File: src/rtl/micro_instr_composer_if.sv
// Valid/ready stream bundle between the control-store read stage, the composer and datapath decode.
// MI_PARITY_EN adds the out_parity signal that travels with each composed word.
interface micro_instr_composer_if #(
  parameter int MI_W = 33,
  parameter int IR_W = 22
);
  logic            in_valid;
  logic            in_ready;
  logic [MI_W-1:0] q;
  logic [IR_W-1:0] instruction;
  logic            out_valid;
  logic            out_ready;
  logic [MI_W-1:0] out_mi;
  logic            out_c_ovr;
`ifdef MI_PARITY_EN
  logic            out_parity;

  modport master (
    output in_valid, q, instruction, out_ready,
    input  in_ready, out_valid, out_mi, out_c_ovr, out_parity
  );
  modport slave (
    input  in_valid, q, instruction, out_ready,
    output in_ready, out_valid, out_mi, out_c_ovr, out_parity
  );
`else
  modport master (
    output in_valid, q, instruction, out_ready,
    input  in_ready, out_valid, out_mi, out_c_ovr
  );
  modport slave (
    input  in_valid, q, instruction, out_ready,
    output in_ready, out_valid, out_mi, out_c_ovr
  );
`endif
endinterface

File: src/rtl/micro_instr_composer.sv
// Overlays A/B/C fields from the IR onto the control-store word, behind a 2-entry skid buffer.
// Optional MI_PARITY_EN: registered XOR parity of each composed word on out_parity.
module micro_instr_composer #(
  parameter int                   MI_W      = 33,
  parameter int                   IR_W      = 22,
  parameter int                   A_LSB     = 0,
  parameter int                   A_W       = 5,
  parameter int                   IR_A_LSB  = 0,
  parameter int                   B_LSB     = 18,
  parameter int                   B_W       = 6,
  parameter logic [B_W-1:0]       B_CONST   = 6'b100010,
  parameter int                   C_LSB     = 12,
  parameter int                   C_W       = 6,
  parameter int                   IR_C_LSB  = 5,
  parameter int                   IR_C_W    = 5,
  parameter int                   OP_LSB    = 18,
  parameter int                   OP_W      = 4,
  parameter logic [(1<<OP_W)-1:0] C_OP_MASK = 16'h004C
) (
  input logic                  clk,
  input logic                  rst_n,
  input logic                  flush,
  micro_instr_composer_if.slave bus
);

  logic [MI_W-1:0] comp_mi;
  logic            comp_c;
  logic [OP_W-1:0] op;

  logic            out_valid_r;
  logic [MI_W-1:0] out_mi_r;
  logic            out_c_r;
  logic            skid_valid;
  logic [MI_W-1:0] skid_mi;
  logic            skid_c;
  logic            accept;

  // Overlay order A, B, C: later fields win when parameters make them overlap.
  always_comb begin
    comp_mi = bus.q;
    comp_mi[A_LSB +: A_W] = bus.instruction[IR_A_LSB +: A_W];
    comp_mi[B_LSB +: B_W] = B_CONST;
    op     = bus.instruction[OP_LSB +: OP_W];
    comp_c = C_OP_MASK[op];
    if (comp_c)
      comp_mi[C_LSB +: C_W] = C_W'(bus.instruction[IR_C_LSB +: IR_C_W]);
  end

  assign accept = bus.in_valid & ~skid_valid;

`ifdef MI_PARITY_EN
  logic out_par_r;
  logic skid_par;
`endif

  always_ff @(posedge clk or negedge rst_n) begin
    if (!rst_n) begin
      out_valid_r <= 1'b0;
      out_mi_r    <= '0;
      out_c_r     <= 1'b0;
      skid_valid  <= 1'b0;
      skid_mi     <= '0;
      skid_c      <= 1'b0;
`ifdef MI_PARITY_EN
      out_par_r   <= 1'b0;
      skid_par    <= 1'b0;
`endif
    end else if (flush) begin
      out_valid_r <= 1'b0;
      skid_valid  <= 1'b0;
    end else if (!out_valid_r || bus.out_ready) begin
      // Output stage is free or draining: refill from skid first to keep FIFO order.
      if (skid_valid) begin
        out_valid_r <= 1'b1;
        out_mi_r    <= skid_mi;
        out_c_r     <= skid_c;
        skid_valid  <= 1'b0;
`ifdef MI_PARITY_EN
        out_par_r   <= skid_par;
`endif
      end else begin
        out_valid_r <= accept;
        if (accept) begin
          out_mi_r  <= comp_mi;
          out_c_r   <= comp_c;
`ifdef MI_PARITY_EN
          out_par_r <= ^comp_mi;
`endif
        end
      end
    end else if (accept) begin
      skid_valid <= 1'b1;
      skid_mi    <= comp_mi;
      skid_c     <= comp_c;
`ifdef MI_PARITY_EN
      skid_par   <= ^comp_mi;
`endif
    end
  end

  assign bus.in_ready  = ~skid_valid;
  assign bus.out_valid = out_valid_r;
  assign bus.out_mi    = out_mi_r;
  assign bus.out_c_ovr = out_c_r;
`ifdef MI_PARITY_EN
  assign bus.out_parity = out_par_r;
`endif

endmodule

File: src/flat_wrapper.sv
// flat-port wrapper written by rule: the top's interface ports become plain ports
module micro_instr_composer_flat 
#(
  parameter int                   MI_W      = 33,
  parameter int                   IR_W      = 22,
  parameter int                   A_LSB     = 0,
  parameter int                   A_W       = 5,
  parameter int                   IR_A_LSB  = 0,
  parameter int                   B_LSB     = 18,
  parameter int                   B_W       = 6,
  parameter logic [B_W-1:0]       B_CONST   = 6'b100010,
  parameter int                   C_LSB     = 12,
  parameter int                   C_W       = 6,
  parameter int                   IR_C_LSB  = 5,
  parameter int                   IR_C_W    = 5,
  parameter int                   OP_LSB    = 18,
  parameter int                   OP_W      = 4,
  parameter logic [(1<<OP_W)-1:0] C_OP_MASK = 16'h004C
)
  (clk, rst_n, flush, bus_in_valid, bus_q, bus_instruction, bus_out_ready, bus_in_ready, bus_out_valid, bus_out_mi, bus_out_c_ovr);
  micro_instr_composer_if #(.MI_W(MI_W), .IR_W(IR_W)) bus_i ();
  input logic clk;
  input logic rst_n;
  input logic flush;
  input wire logic [$bits(bus_i.in_valid)-1:0] bus_in_valid;
  input wire logic [$bits(bus_i.q)-1:0] bus_q;
  input wire logic [$bits(bus_i.instruction)-1:0] bus_instruction;
  input wire logic [$bits(bus_i.out_ready)-1:0] bus_out_ready;
  output wire logic [$bits(bus_i.in_ready)-1:0] bus_in_ready;
  output wire logic [$bits(bus_i.out_valid)-1:0] bus_out_valid;
  output wire logic [$bits(bus_i.out_mi)-1:0] bus_out_mi;
  output wire logic [$bits(bus_i.out_c_ovr)-1:0] bus_out_c_ovr;
  assign bus_i.in_valid = bus_in_valid;
  assign bus_i.q = bus_q;
  assign bus_i.instruction = bus_instruction;
  assign bus_i.out_ready = bus_out_ready;
  assign bus_in_ready = bus_i.in_ready;
  assign bus_out_valid = bus_i.out_valid;
  assign bus_out_mi = bus_i.out_mi;
  assign bus_out_c_ovr = bus_i.out_c_ovr;
  micro_instr_composer #(.MI_W(MI_W), .IR_W(IR_W), .A_LSB(A_LSB), .A_W(A_W), .IR_A_LSB(IR_A_LSB), .B_LSB(B_LSB), .B_W(B_W), .B_CONST(B_CONST), .C_LSB(C_LSB), .C_W(C_W), .IR_C_LSB(IR_C_LSB), .IR_C_W(IR_C_W), .OP_LSB(OP_LSB), .OP_W(OP_W), .C_OP_MASK(C_OP_MASK)) u_core (.clk(clk), .rst_n(rst_n), .flush(flush), .bus(bus_i));
endmodule
File: config.mk
export PLATFORM = sky130hd
export DESIGN_NAME = micro_instr_composer_flat
export DESIGN_NICKNAME = d
export VERILOG_FILES = /design/src/rtl/micro_instr_composer_if.sv /design/src/rtl/micro_instr_composer.sv /design/src/flat_wrapper.sv
export SDC_FILE = /design/constraint.sdc
export NUM_CORES = 1
export LEC_CHECK = 0
export CELL_PAD_IN_SITES_DETAIL_PLACEMENT = 0
export CELL_PAD_IN_SITES_GLOBAL_PLACEMENT = 1
export CORE_UTILIZATION = 30
export CTS_CLUSTER_SIZE = 30
export DETAILED_ROUTE_END_ITERATION = 10
export MAX_ROUTING_LAYER = met4
export PLACE_DENSITY_LB_ADDON = 0.15
export SETUP_SLACK_MARGIN = 0.3
export SYNTH_ARGS = -nofsm -noshare
export SYNTH_HDL_FRONTEND = slang
export SYNTH_SLANG_ARGS = --single-unit
export TNS_END_PERCENT = 30
File: constraint.sdc
create_clock -name clk -period 2.4 [get_ports clk]
set_input_delay 0.48 -clock clk [delete_from_list [all_inputs] [get_ports clk]]
set_output_delay 0.48 -clock clk [all_outputs]
set_load 0.005 [all_outputs]
==> impl_metrics.yaml <==
status:
  status: "completed"
clock_network:
  cts.path.max_buffers: 2
  path_clk_slew_ps: 70
  cts-root-buf: "clkbuf_8"
  cts-buffers-inserted: 9
  hold_buffers: 0
  clk_latency_ps: 340
  htreeDepth: 3
  cts_sinks: 60
  cts_tree: "done"
global_route:
  grt_overflow: 0
  grt_pass1_wl_um: 9010
  grt_usage_pct: 13.9
  grt_max_degree: 36
  grt_pass1_vias: 1806
  antenna_found_initial: 0
placement:
  hpwl_um: 3750
  postPlaceCellArea_mm2: 0.00344
  gp_congestion: 0.659
  portBuffers: 72
critical_path:
  path_class: "flop to output port"
  critPathArrivalTime_ps: 1470
  cp_max_fo: 4
  start_kind: "flop"
  r2r_cells: 6
  endpoint_kind: "output port"
  cp.required_ps: 1920
synthesis:
  post-synth-top-area-fraction_pct: 57.7
  synth_area_leader_cell: "dfrtp_1"
  yosys.cell_types.count: 27
  yosys_warnings: 0
  synth-seq-area-share_pct: 57.7
  synth.area.top_cells: "dfrtp_1, mux2i_1, mux2_2, nand2_1, o21ai_1"
  synth_ff_type: "dfrtp_1"
  synthesis.area_mm2: 0.00260
  synthArstFlopShare_pct: 100
  syn_area_per_cell_um2: 11.9
  synth_edf_count: 0
  synth_seq_cells: 60
  synth_cells: 219
timing:
  fin_setup_tns_ps: 0
  period_minus_slack_ps: 1950
  finalHoldViolCount: 0
  slew_violations: 0
  min_period_over_period_pct: 81.3
  clock_skew_ps: 10.3
  rsz0062_at_grt: "false"
  hold_slack_ps: 64.5
  setup_viol: 0
  fmax_mhz: 513
die:
  dieArea_mm2: 0.00905
  ios: 96
  fp.dieH_um: 95.1
  core_mm2: 0.00830
  start_util_pct: 31.4
  rows: 33
  die-width_um: 95.1
route:
  wl_per_cell_um: 13.9
  drc: 0
  viasPerCell: 4.52
  drt_iter0_drc: 47
  ant_nets: 0
  vias: 1837
  dr.pass1.iters: 4
  wl_um: 5630
power:
  p_leak_nw: 1.51
  powerDensity_mw_per_mm2: 757
  peakVddDrop_mv: 0.348
final_layout:
  final_core_util_pct: 43.9
  final_common_cell: "clkdlybuf4s50_1"
  design_area_mm2: 0.00365
  area_delta_synth_final_pct: 40.1
  diodes: 0
  nets: 357
  layout-drive-gt1-share_pct: 16.9
  final_cell_mix: "clkdlybuf4s50_1, dfrtp_1, nand2_1"
hold_path:
  hold_path.class: "primary input to async pin"
job:
  drv_cap: 0
[cells in the mapped netlist (2+ instances only)]
cell / n
dfrtp_1: 60
nand2_1: 30
mux2i_1: 27
o21ai_1: 22
mux2_2: 20
a21oi_1: 8
nor2_1: 7
buf_4: 6
clkbuf_1: 5
nand3_1: 5
o211ai_1: 5
buf_2: 4
inv_1: 3
buf_6: 2
mux2_1: 2
o21ai_0: 2
[kinds of logic (layout without fill, tap and decap cells)]
logic type             count (synthesis)  count (layout)  synth area share [%]
buffers and inverters                 20              99                  4.52
and+or+nand+nor                       51              51                  9.66
other                                  1               4                 0.144
DFF                                   60              60                  57.7
AOI/OAI and AO/OA                     38              38                  8.08
muxes                                 49              49                  19.9
[final timing paths]
path	start	endpoint	slack (ps)
min reg2reg	u_core.skid_mi[23]	u_core.skid_mi[23]	460
max reg2reg	u_core.skid_valid	u_core.bus.out_mi[25]	570
min	rst_n	u_core.bus.out_valid	60
max in group asynchronous	rst_n	u_core.skid_mi[24]	1570
min in group clk	u_core.skid_mi[23]	u_core.skid_mi[23]	460
max	u_core.skid_valid	bus_in_ready	450
[state kept, by name, summed over array words and instances (netlist names)]
name                  cells
u_core.skid_valid         1
u_core.bus.out_mi        28
u_core.bus.out_valid      1
u_core.bus.out_c_ovr      1
u_core.skid_mi           28
u_core.skid_c             1
[where the power goes]
group | internal [mW] | leakage, nW | total [mW] | switching [mW]
clock network | 0.530 | 0.0995 | 0.908 | 0.378
registers | 1.22 | 0.732 | 1.32 | 0.104
logic | 0.343 | 0.679 | 0.532 | 0.189
total | 2.09 | 1.51 | 2.76 | 0.671
[metrics by stage]
stage	setup WS, ps	power [mW]	instances
2_1_floorplan	661	1.56	222
3_3_place_gp	221	1.87	390
3_5_place_dp	238	1.88	390
4_1_cts	414	2.81	406
5_1_grt	390	2.93	406
6_report	449	2.76	406
[critical path, stage by stage, from the launching register on]
cell and delay (ps):
dfrtp_4 480, inv_1 130, clkdlybuf4s50_1 520
[what timing repair did]
item | in CTS | in global routing
setup endpoints to repair | 1 | 0
setup buffers | 1 | 0
resized for setup | 1 | 0
[final cells by class]
cell class,count,area (um^2)
timing repair buffer,81,808
clock inverter,2,35.0
multi-input combinational,142,996
tap,105,131
clock buffer,13,159
inverter,3,11.3
sequential,60,1510
fill,826,4650
[routing by layer]
| metal | global-route usage [%] | share of wire (%) |
|---|---|---|
| met5 | - | 0 |
| met3 | 3.67 | 5.9 |
| met1 | 17.8 | 47 |
| met4 | 7.95 | 1.7 |
| met2 | 19.8 | 45 |
Power figures use the tool's default switching activity.
